$ cat src/rtl/main_control_fsm.sv
// Multi-cycle main control unit: accepts one RV32 opcode per instruction and
// walks it through DECODE/EXEC/MEM/WB, issuing ALUOp and datapath strobes.
module main_control_fsm #(
  parameter int CNT_W = 16
) (
  input  logic             clock,
  input  logic             reset,
  input  logic             instr_valid,
  input  logic [6:0]       opcode,
  output logic             instr_ready,
  output logic [1:0]       ALUOp,
  output logic             ALUSrc,
  output logic             Branch,
  output logic             MemRead,
  output logic             MemWrite,
  output logic             RegWrite,
  output logic             MemtoReg,
  output logic             done,
  output logic             illegal,
  output logic [CNT_W-1:0] instr_count
);

  localparam logic [6:0] OP_RTYPE  = 7'b0110011;
  localparam logic [6:0] OP_IARITH = 7'b0010011;
  localparam logic [6:0] OP_LOAD   = 7'b0000011;
  localparam logic [6:0] OP_STORE  = 7'b0100011;
  localparam logic [6:0] OP_BRANCH = 7'b1100011;

  typedef enum logic [2:0] {
    S_IDLE,
    S_DECODE,
    S_EXEC,
    S_MEM,
    S_WB
  } state_t;

  state_t           r_state;
  state_t           w_next;
  logic [6:0]       r_op_q;
  logic [CNT_W-1:0] r_count;

  logic       w_is_r;
  logic       w_is_i;
  logic       w_is_ld;
  logic       w_is_st;
  logic       w_is_br;
  logic       w_legal;
  logic       w_uses_imm;
  logic [1:0] w_class;

  assign w_is_r     = (r_op_q == OP_RTYPE);
  assign w_is_i     = (r_op_q == OP_IARITH);
  assign w_is_ld    = (r_op_q == OP_LOAD);
  assign w_is_st    = (r_op_q == OP_STORE);
  assign w_is_br    = (r_op_q == OP_BRANCH);
  assign w_legal    = w_is_r | w_is_i | w_is_ld | w_is_st | w_is_br;
  assign w_uses_imm = w_is_i | w_is_ld | w_is_st;

  always_comb begin
    w_class = 2'b00;
    if (w_is_br)     w_class = 2'b01;
    else if (w_is_r) w_class = 2'b10;
    else if (w_is_i) w_class = 2'b11;
  end

  always_ff @(posedge clock or posedge reset) begin
    if (reset) begin
      r_state <= S_IDLE;
      r_op_q  <= '0;
      r_count <= '0;
    end else begin
      r_state <= w_next;
      if (r_state == S_IDLE && instr_valid) r_op_q <= opcode;
      if (done) r_count <= r_count + 1'b1;
    end
  end

  // Outputs depend only on r_state and r_op_q, so the reset drops them at once.
  always_comb begin
    w_next      = r_state;
    instr_ready = 1'b0;
    ALUOp       = 2'b00;
    ALUSrc      = 1'b0;
    Branch      = 1'b0;
    MemRead     = 1'b0;
    MemWrite    = 1'b0;
    RegWrite    = 1'b0;
    MemtoReg    = 1'b0;
    done        = 1'b0;
    illegal     = 1'b0;
    case (r_state)
      S_IDLE: begin
        instr_ready = 1'b1;
        if (instr_valid) w_next = S_DECODE;
      end
      S_DECODE: begin
        if (w_legal) begin
          ALUOp  = w_class;
          w_next = S_EXEC;
        end else begin
          illegal = 1'b1;
          w_next  = S_IDLE;
        end
      end
      S_EXEC: begin
        ALUOp  = w_class;
        ALUSrc = w_uses_imm;
        if (w_is_br) begin
          Branch = 1'b1;
          done   = 1'b1;
          w_next = S_IDLE;
        end else if (w_is_r || w_is_i) begin
          w_next = S_WB;
        end else begin
          w_next = S_MEM;
        end
      end
      S_MEM: begin
        ALUOp  = w_class;
        ALUSrc = w_uses_imm;
        if (w_is_ld) begin
          MemRead = 1'b1;
          w_next  = S_WB;
        end else begin
          MemWrite = 1'b1;
          done     = 1'b1;
          w_next   = S_IDLE;
        end
      end
      S_WB: begin
        ALUOp    = w_class;
        ALUSrc   = w_uses_imm;
        RegWrite = 1'b1;
        MemtoReg = w_is_ld;
        done     = 1'b1;
        w_next   = S_IDLE;
      end
      default: w_next = S_IDLE;
    endcase
  end

  assign instr_count = r_count;

endmodule

$ cat config.mk
export PLATFORM = sky130hd
export DESIGN_NAME = main_control_fsm
export DESIGN_NICKNAME = d
export VERILOG_FILES = /design/src/rtl/main_control_fsm.sv
export SDC_FILE = /design/constraint.sdc
export NUM_CORES = 1
export LEC_CHECK = 0
export ABC_AREA = 1
export ABC_CLOCK_PERIOD_IN_PS = 1300
export BUFFER_PORTS_ARGS = -buffer_cell sky130_fd_sc_hd__buf_2
export CORE_UTILIZATION = 48
export CTS_CLUSTER_SIZE = 30
export DETAILED_ROUTE_END_ITERATION = 8
export GPL_ROUTABILITY_DRIVEN = 0
export PLACE_DENSITY = 0.8
export SETUP_SLACK_MARGIN = 0.15
export SLEW_MARGIN = 20
export SYNTH_ARGS = -nofsm -noshare
export SYNTH_HDL_FRONTEND = slang
export SYNTH_SLANG_ARGS = --single-unit
$ cat constraint.sdc
create_clock -name clock -period 1.3 [get_ports clock]
set_input_delay 0.13 -clock clock [delete_from_list [all_inputs] [get_ports clock]]
set_output_delay 0.13 -clock clock [all_outputs]
set_load 0.005 [all_outputs]
==> results of run 1 <==
per-stage QoR:
step / area (um^2) / hold WS [ns]
2_1_floorplan: 1662 / 0.1700
6_report: 2874 / 0.04283
5_1_grt: 2874 / 0.04391
3_3_place_gp: 2046 / 0.2046
4_1_cts: 2547 / 0.02365
3_5_place_dp: 2046 / 0.2044
cell usage after synthesis, drive strengths merged:
cell and count:
nand2 84, nor2 28, dfrtp 26, inv 25
nand4 21, nand3 14, a21oi 7, buf 5
xor2 5, nor3 3, o21ai 2, xnor2 2
a211oi 1, a31o 1, ha 1
routing by layer:
metal  vias up  share of wire (%)  global-route usage (%)
met5         -                  0                       0
met4         0                8.4                   17.28
met3        93                 12                   8.874
met2       245                 46                   60.63
met1      1063                 34                   38.41
li1        916                  -                       -
logic make-up (layout without fill, tap and decap cells):
logic type,Yosys count,count (layout)
xor gates and xnor gates,7,7
adders and majority gates,1,1
buffers and inverters,30,121
DFF,26,26
and+or+nand+nor,150,151
other,0,1
AOI/OAI and AO/OA,11,11
layout make-up:
type                    count  area (um^2)  area share, %
diodes                      1        2.502        0.08707
clock buffers               4        36.28          1.263
inverters                  25        103.9          3.613
multi-input cells         170         1207          42.01
flip-flops and latches     26        658.1          22.90
well taps                  44        55.05          1.916
repair buffers             92        810.8          28.21
flip-flops by register name (all words and copies together), names as in the netlist:
name,flops
instr_count,16
r_op_q,7
r_state,3
power by group:
group	total (W)	internal, W	leakage, nW	switching [W]
logic	0.000630	0.000278	1.24	0.000352
registers	0.000955	0.000870	0.334	0.0000845
clock network	0.000475	0.000171	0.0210	0.000303
worst paths after layout:
kind	startpoint	to	slack [ns]	depth (start not counted)
min in group asynchronous	reset	instr_count[7]$_DFFE_PP0P_	0.41	4
setup reg to reg	r_op_q[2]$_DFFE_PP0P_	instr_count[0]$_DFFE_PP0P_	-0.43	11
setup / recovery	r_op_q[2]$_DFFE_PP0P_	ALUOp[0]	-0.52	10
hold / removal	opcode[5]	r_op_q[5]$_DFFE_PP0P_	0.04	3
hold reg to reg	r_op_q[0]$_DFFE_PP0P_	r_op_q[0]$_DFFE_PP0P_	0.57	2
max in group asynchronous	reset	instr_count[0]$_DFFE_PP0P_	0.59	4
what timing repair did:
item                                    CTS  global route
endpoints found under the setup margin   42            47
hold buffers                              1             0
hold endpoints to repair                 26             0
buffers inserted                         21             8
pin swaps                                 9             9
gates resized for setup                  72            72
cloned                                    2             0
critical path: stages, from the launching register on:
cell and delay, ns:
dfrtp_1 0.44, inv_2 0.07, nand2_2 0.07, nor2_4 0.20, nand2_4 0.12, nand2_4 0.08
nand2_2 0.06, nand2_1 0.09, nand2_1 0.06, inv_1 0.05, buf_2 0.10
==> summary.md, run 1 <==
| Metric | Value |
|---|---|
| Clk root buf | `clkbuf_4` |
| Via count | `2317` |
| Post-placement cell count | `325` |
| Die Ht | `approximately 60 um` |
| Final cell count without fillers | `362` |
| Num Clock Sinks | `26` |
| Worst hold path class | `primary input to flop` |
| Most common cell after layout, fill and taps aside | `nand2_1` |
| Status | `complete, but fails checks` |
| Synthesis-to-finish area growth | `78.62%` |
| Synth warnings | `0` |
| Worst-Margin Slew | `0.4885 ns` |
| Final core occ | `between 90% and 100%` |
| GRT Util Overall | `between 30% and 40%` |
| First-pass GRT wire length | `9225 um` |
| Highest Clock Rate | `0.5503 GHz` |
| Clk buf depth | `2` |
| Clock Latency Late Sink | `0.35 ns` |
| Inserted Clock Buffers | `3` |
| # port buffers | `36` |
| Critical Path RT | `1.17 ns` |
| Number of fill cells | `99` |
| Mux contribution to synthesized area | `0%` |
| Maxcap violations | `0` |
| Core ar. | `3128 um^2` |
| DRC Markers | `3` |
| Final setup margin | `-0.5171 ns` |
| Max-slew violation count | `0` |
| Total Routed Length | `8313 um` |
| Critical Path Sink Type | `output port` |
| Largest family of logic cells by synthesized area | `simple AND/OR/NAND/NOR gates` |
| Grt total ovfl | `0` |
| Failing checks | `design-rule violations, negative setup slack` |
| Drt pass-1 iters | `8` |
| Worst slew margin | `67.31%` |
| Initial Util | `51.44%` |
| Cell Pwr Density | `716.4 nW/um^2` |
| Leakage | `1.593 nW` |
| Vias in the first global route | `2034` |
| Clk slew on worst S/H paths | `0.18 ns` |
| Setup TNS | `-12.75 ns` |
| Post-Synth Simple-Gate Area | `43.08%` |
| Share of the synthesized area in the top cell type | `approximately two fifths` |
| Crit path kind | `flop to output port` |
| Tcrit/Tclk final | `139.8%` |
| Drt via density | `6.401` |
| Syn nets | `236` |
| Peak VDD IR | `0.0007959 V` |
| CTS tree | `yes` |
| Crit start category | `flop` |
| Synth Area in Compound Gates | `3.810%` |
| Syn Inst Count | `225` |
| Crit path time final | `approximately 1.8 ns` |
| Initial antenna violation count | `1` |
| Layout net count | `329` |
| Largest net degree at the start of global routing | `27` |
| Most frequent cells in the layout | `nand2_1 (39), buf_6 (34), buf_4 (28)` |
| Avg Synthesized Cell Area | `7.151 um^2` |
| CTS H-tree depth | `1` |
| Synth unique cells | `23` |
| CP max FO | `4` |
| Synth Area in Adders | `0.7776%` |
| DIE AREA | `around 3600 um^2` |
| DR iter-0 viols | `~590` |
| Synth area leaders | `dfrtp_1 (40%), nand2_1 (19%), nand4_1 (8.2%)` |
| Fin. Hold Viols | `0` |
| Synthesized flop and latch total | `26` |
| Synth Area in XOR/XNOR | `3.810%` |
| Die width | `roughly 60 um` |
| RSZ-0062 raised after global routing | `yes` |
| Pwr Total | `about 0.0021 W` |
| Cell taking the most area after synthesis | `dfrtp_1` |
| DP Worst Slack | `-0.01422 ns` |
| Antenna Nets Post-Route | `0` |
| Layout Skew | `0.007866 ns` |
| Boundary Pins | `37` |
| Final HPWL DP | `2906 um` |
| Final setup fails | `37` |
| CP arrival | `1.69 ns` |
| Wire length per cell | `22.96 um` |
| Site Rows | `20` |
| Post-synthesis sequential area ratio | `40.44%` |
| Post-Syn Area | `about 1600 um^2` |
| Share of post-route cells with drive strength above 1 | `58.04%` |
(Power assumes the default switching activity.)
==> run 2: changes to the inputs <==
--- a/config.mk
+++ b/config.mk
@@ -6,10 +6,10 @@
 export NUM_CORES = 1
 export LEC_CHECK = 0
 export ABC_AREA = 1
-export ABC_CLOCK_PERIOD_IN_PS = 1300
+export ABC_CLOCK_PERIOD_IN_PS = 1600
 export BUFFER_PORTS_ARGS = -buffer_cell sky130_fd_sc_hd__buf_2
 export CORE_UTILIZATION = 48
-export CTS_CLUSTER_SIZE = 30
+export CTS_CLUSTER_SIZE = 24
 export DETAILED_ROUTE_END_ITERATION = 8
 export GPL_ROUTABILITY_DRIVEN = 0
 export PLACE_DENSITY = 0.8
==> constraint.sdc (replaced) <==
create_clock -name clock -period 1.6 [get_ports clock]
set_input_delay 0.16 -clock clock [delete_from_list [all_inputs] [get_ports clock]]
set_output_delay 0.16 -clock clock [all_outputs]
set_load 0.005 [all_outputs]
==> summary.md, run 2 (synthesis results as in run 1) <==
| Metric | Value |
|---|---|
| Hold Path End | `r_op_q[1]$_DFFE_PP0P_` |
| Die width | `59.90 um (unchanged)` |
| Most frequent cells in the layout | `nand2_1 (73), buf_2 (35), dfrtp_1 (23)` |
| Wire length per cell | `12.19 um (-47%)` |
| Clk slew on worst S/H paths | `0.13 ns (-0.05 ns)` |
| DIE AREA | `3587 um^2 (unchanged)` |
| Area of the multi-input gates | `899.6 um^2 (-25%)` |
| HP Start | `opcode[1]` |
| Status | `complete, but fails checks` |
| Max reg flops | `16 (unchanged)` |
| Die Ht | `59.90 um (unchanged)` |
| Layout Skew | `0.009906 ns (+0.002040 ns)` |
| # diodes | `0 (-1)` |
| Worst R2R Path Depth | `10 (-1)` |
| GRT Util Overall | `24.38% (-10 points)` |
| CTS tree | `yes` |
| FF/Latch Area | `654.4 um^2 (-0.57%)` |
| Peak VDD IR | `0.0005093 V (-36%)` |
| R2r endpoint | `instr_count[12]$_DFFE_PP0P_` |
| Final core occ | `69.20% (-23 points)` |
| Fin. Hold Viols | `0 (unchanged)` |
| CP max FO | `4 (unchanged)` |
| Antenna Nets Post-Route | `0 (unchanged)` |
| Num Clock Sinks | `26 (unchanged)` |
| Inserted Clock Buffers | `3 (unchanged)` |
| Highest Clock Rate | `0.5957 GHz` |
| Worst hold slack | `0.05761 ns (+0.01478 ns)` |
| DRC Markers | `0 (-3)` |
| Share of post-route cells with drive strength above 1 | `36.93% (-21 points)` |
| Tcrit/Tclk final | `104.9%` |
| Drt via density | `5.184 (-19%)` |
| DR iter-0 viols | `103 (-82%)` |
| Crit start category | `flop` |
| Initial antenna violation count | `0 (-1)` |
| Hold-critical path depth | `3 (unchanged)` |
| Flop-to-flop setup slack | `0.02 ns (+0.45 ns)` |
| Vias in the first global route | `1527 (-25%)` |
| Initial Util | `51.44% (unchanged)` |
| Synthesis-to-finish area growth | `34.53%` |
| Post-DP Area | `1846 um^2 (-9.8%)` |
| Critical Path RT | `1.44 ns (+0.27 ns)` |
| CTS H-tree depth | `1 (unchanged)` |
| Clock Latency Late Sink | `0.32 ns (-0.03 ns)` |
| Number of fill cells | `257 (+160%)` |
| Pwr Total | `0.001350 W (-34%)` |
| First-pass GRT wire length | `6541 um (-29%)` |
| Boundary Pins | `37 (unchanged)` |
| Finished Cell Area | `2165 um^2 (-25%)` |
| Largest net degree at the start of global routing | `27 (unchanged)` |
| Max-slew violation count | `0 (unchanged)` |
| Via count | `1716 (-26%)` |
| Worst hold path class | `primary input to flop` |
| Crit path kind | `flop to output port` |
| FF-to-FF Start | `r_op_q[3]$_DFFE_PP0P_` |
| Layout net count | `299 (-9.1%)` |
| Drt pass-1 iters | `4 (-4)` |
| Final setup margin | `-0.07881 ns (+0.4382 ns)` |
| Worst-Margin Slew | `0.3233 ns (-0.1652 ns)` |
| Final setup fails | `6 (-84%)` |
| Most common cell after layout, fill and taps aside | `nand2_1` |
| Maxcap violations | `0 (unchanged)` |
| Core ar. | `3128 um^2 (unchanged)` |
| Final HPWL DP | `2658 um (-8.5%)` |
| Clk root buf | `clkbuf_4` |
| Total Routed Length | `4035 um (-51%)` |
| Leakage | `1.159 nW (-27%)` |
| RSZ-0062 raised after global routing | `yes` |
| Worst slew margin | `78.45% (+11 points)` |
| CP arrival | `1.52 ns (-0.17 ns)` |
| Cell Pwr Density | `623.5 nW/um^2 (-13%)` |
| Site Rows | `20 (unchanged)` |
| Clk buf depth | `2 (unchanged)` |
| Grt total ovfl | `0 (unchanged)` |
| Critical Path Sink Type | `output port` |
| Crit path time final | `1.679 ns` |
| Failing checks | `negative setup slack` |
| # port buffers | `36 (unchanged)` |
-- run 2: power breakdown --
part,internal [W],total (W),switching [W],leakage (nW)
Sequential,0.000705,0.000752,0.0000474,0.339
Combinational,0.000123,0.000268,0.000145,0.799
Clock,0.000139,0.000330,0.000191,0.0210
Total,0.000966,0.00135,0.000383,1.16
-- run 2: worst max path at each step --
stage	startpoint	to	slack [ns]	cells after the start
2_1_floorplan	instr_count[0]$_DFFE_PP0P_	instr_count[8]$_DFFE_PP0P_	0.28	7
3_3_place_gp	instr_count[1]$_DFFE_PP0P_	instr_count[8]$_DFFE_PP0P_	0.15	7
6_report	r_op_q[3]$_DFFE_PP0P_	done	-0.08	8
3_5_place_dp	r_state[1]$_DFFE_PP0P_	r_op_q[2]$_DFFE_PP0P_	0.1	6
4_1_cts	r_op_q[2]$_DFFE_PP0P_	done	-0.06	8
5_1_grt	r_op_q[4]$_DFFE_PP0P_	ALUOp[0]	-0.18	10
-- run 2: repair_timing --
| item | CTS | global route |
|---|---|---|
| pin swaps | 11 | 4 |
| resized for setup | 34 | 6 |
| hold endpoints to repair | 26 | 0 |
| setup endpoints to repair | 19 | 31 |
| hold buffers | 1 | 0 |
| buffers inserted | 19 | 2 |
-- run 2: layer usage --
layer  global-route usage (%)  routed length (um)
met5                        0                   0
met4                    7.641                 121
met3                    5.844                 206
met2                    42.38                1982
met1                    29.59                1724
-- run 2: layout make-up --
class | instances | share of cell area, %
multi-input cells | 169 | 41.56
flip-flops and latches | 26 | 30.23
repair buffers | 63 | 19.54
inverters | 25 | 4.451
well taps | 44 | 2.543
clock buffers | 4 | 1.676
-- run 2: worst max-delay path, cell delays in order (launching register included) --
cell	delay [ns]
dfrtp_1	0.40
inv_2	0.06
nand2_2	0.06
nor2_4	0.16
nand2_2	0.10
nand2_4	0.11
buf_12	0.10
nand3_4	0.08
buf_6	0.13
-- run 2: through the flow --
step | setup TNS (ns) | instances | worst slack [ns]
after detailed placement | 0 | 305 | 0.09963
after floorplan | 0 | 225 | 0.2782
after global placement | 0 | 305 | 0.1504
after CTS | -0.1794 | 329 | -0.05707
after global routing | -0.9835 | 331 | -0.1796
final | -0.2232 | 331 | -0.07881
==> run 3: changes to the inputs <==
--- a/config.mk
+++ b/config.mk
@@ -12,6 +12,7 @@
 export CTS_CLUSTER_SIZE = 24
 export DETAILED_ROUTE_END_ITERATION = 8
 export GPL_ROUTABILITY_DRIVEN = 0
+export MAX_ROUTING_LAYER = met4
 export PLACE_DENSITY = 0.8
 export SETUP_SLACK_MARGIN = 0.15
 export SLEW_MARGIN = 20
==> summary.md, run 3 (synthesis results as in run 1) <==
| Metric | Value |
|---|---|
| Status | `complete, but fails checks` |
| Worst-Margin Slew | `0.3247 ns (+0.001433 ns)` |
| Worst hold path class | `primary input to flop` |
| Die Ht | `59.90 um (unchanged)` |
| Tcrit/Tclk final | `105.0% (about the same)` |
| RSZ-0062 raised after global routing | `yes` |
| Layout Skew | `0.009791 ns (-0.0001151 ns)` |
| Critical path, cell by cell | `inv_2 > nand2_2 > nor2_4 > nand2_2 > nand2_4 > buf_12 > nand3_4 > buf_6` |
| Clk buf depth | `2 (unchanged)` |
| Drt via density | `5.157 (-0.52%)` |
| Die width | `59.90 um (unchanged)` |
| Critical Path RT | `1.44 ns (about the same)` |
| Max incr delay on CP | `0.40 ns (about the same)` |
| Initial antenna violation count | `0 (unchanged)` |
| Fin. Hold Viols | `0 (unchanged)` |
| Worst slew margin | `78.35% (-0.095 points)` |
| Cell Pwr Density | `623.2 nW/um^2 (about the same)` |
| Max reg flops | `16 (unchanged)` |
| Core ar. | `3128 um^2 (unchanged)` |
| DRC Markers | `0 (unchanged)` |
| DIE AREA | `3587 um^2 (unchanged)` |
| Drt pass-1 iters | `4 (unchanged)` |
| Crit start category | `flop` |
| Total Routed Length | `4052 um (+0.42%)` |
| GRT Util Overall | `25.11% (+0.72 points)` |
| CTS tree | `yes` |
| Most common cell after layout, fill and taps aside | `nand2_1` |
| Largest net degree at the start of global routing | `27 (unchanged)` |
| Clk slew on worst S/H paths | `0.13 ns (about the same)` |
| CTS H-tree depth | `1 (unchanged)` |
| Clk root buf | `clkbuf_4` |
| Grt total ovfl | `0 (unchanged)` |
| # port buffers | `36 (unchanged)` |
| Final setup fails | `6 (unchanged)` |
| Peak VDD IR | `0.0005085 V (-0.14%)` |
| Synthesis-to-finish area growth | `34.53% (unchanged)` |
| Vias in the first global route | `1525 (-0.13%)` |
| Share of post-route cells with drive strength above 1 | `36.93% (unchanged)` |
| Critical Path Sink Type | `output port` |
| Leakage | `1.159 nW (unchanged)` |
| Pwr Total | `0.001349 W (about the same)` |
| # diodes | `0 (unchanged)` |
| Clock Latency Late Sink | `0.32 ns (about the same)` |
| DP Worst Slack | `0.09963 ns (unchanged)` |
| Antenna Nets Post-Route | `0 (unchanged)` |
| DR iter-0 viols | `103 (unchanged)` |
| CP arrival | `1.52 ns (about the same)` |
| Final setup margin | `-0.08017 ns (-0.001358 ns)` |
| Via count | `1707 (-0.52%)` |
| Most frequent cells in the layout | `nand2_1 (73), buf_2 (35), dfrtp_1 (23)` |
| Post-DP Area | `1846 um^2 (unchanged)` |
| Inserted Clock Buffers | `3 (unchanged)` |
| Num Clock Sinks | `26 (unchanged)` |
| Worst hold slack | `0.05881 ns (+0.001196 ns)` |
| CP max stage cell | `dfrtp_1` |
| Crit path buf inv count | `3 (unchanged)` |
| Site Rows | `20 (unchanged)` |
| Maxcap violations | `0 (unchanged)` |
| CP dominant cell by count | `nand2_2` |
| Layout net count | `299 (unchanged)` |
| Initial Util | `51.44% (unchanged)` |
| Finished Cell Area | `2165 um^2 (unchanged)` |
| Crit path time final | `1.680 ns (+0.001358 ns)` |
| Failing checks | `negative setup slack` |
| Final HPWL DP | `2658 um (unchanged)` |
| Max-slew violation count | `0 (unchanged)` |
| Highest Clock Rate | `0.5952 GHz (about the same)` |
| CP max FO | `4 (unchanged)` |
| Crit path kind | `flop to output port` |
| Boundary Pins | `37 (unchanged)` |
| Wire length per cell | `12.24 um (+0.42%)` |
| CP top delay family | `simple AND/OR/NAND/NOR gates` |
| Setup TNS | `-0.2215 ns (+0.001644 ns)` |
| First-pass GRT wire length | `6548 um (+0.11%)` |
## run 3: cell counts in the layout (fill, tap and decap cells not counted)
No cell type changed its count.
## run 3: repair_timing
item                                    4_1_cts  5_1_grt
hold endpoints to repair                     26        0
buffers inserted                             19        2
resized for setup                            34        6
hold buffers                                  1        0
endpoints found under the setup margin       19       31
pin swaps                                    11        4
## run 3: tightest hold or removal path, delay by kind of cell
kind | cells | cell delay (ns)
simple gates | 2 | 0.12
buf+inv | 1 | 0.07
## run 3: path summary, 6_finish.rpt
check                                       from                          end  slack [ns]  depth (start not counted)
max in group asynchronous                  reset        r_op_q[4]$_DFFE_PP0P_        0.91                          4
hold reg to reg            r_op_q[1]$_DFFE_PP0P_        r_op_q[1]$_DFFE_PP0P_        0.49                          2
min in group asynchronous                  reset   instr_count[1]$_DFFE_PP0P_        0.41                          4
setup / recovery           r_op_q[3]$_DFFE_PP0P_                         done       -0.08                          8
setup reg to reg           r_op_q[3]$_DFFE_PP0P_  instr_count[12]$_DFFE_PP0P_        0.01                         10
hold / removal                         opcode[1]        r_op_q[1]$_DFFE_PP0P_        0.06                          3
## run 3: power by group
group / internal [W] / switching, W / total [W]
clock network: 0.000139 / 0.000190 / 0.000329
logic: 0.000123 / 0.000145 / 0.000268
registers: 0.000705 / 0.0000476 / 0.000752
## run 3: per-layer routing
metal	share of wire, %	up-vias	track usage [%]	wire length [um]
met3	5.0	12	5.844	204
met1	43	784	29.59	1753
met2	49	55	42.38	1981
met4	2.7	0	7.641	111
met5	0	-	-	0
li1	-	856	-	-
## run 3: cell type report
| type | instances | area, um^2 |
|---|---|---|
| Timing Repair Buffer | 63 | 422.9 |
| Clock buffer | 4 | 36.28 |
| Fill cell | 257 | 963.4 |
| Tap cell | 44 | 55.05 |
| Multi-Input combinational cell | 169 | 899.6 |
| Inverter | 25 | 96.34 |
| Sequential cell | 26 | 654.4 |
## run 3: through the flow
stage,util (%),std cells
floorplan,-,225
global placement,59.00,305
detailed placement,59.00,305
CTS,68.20,329
global route,69.20,331
finish,69.20,331
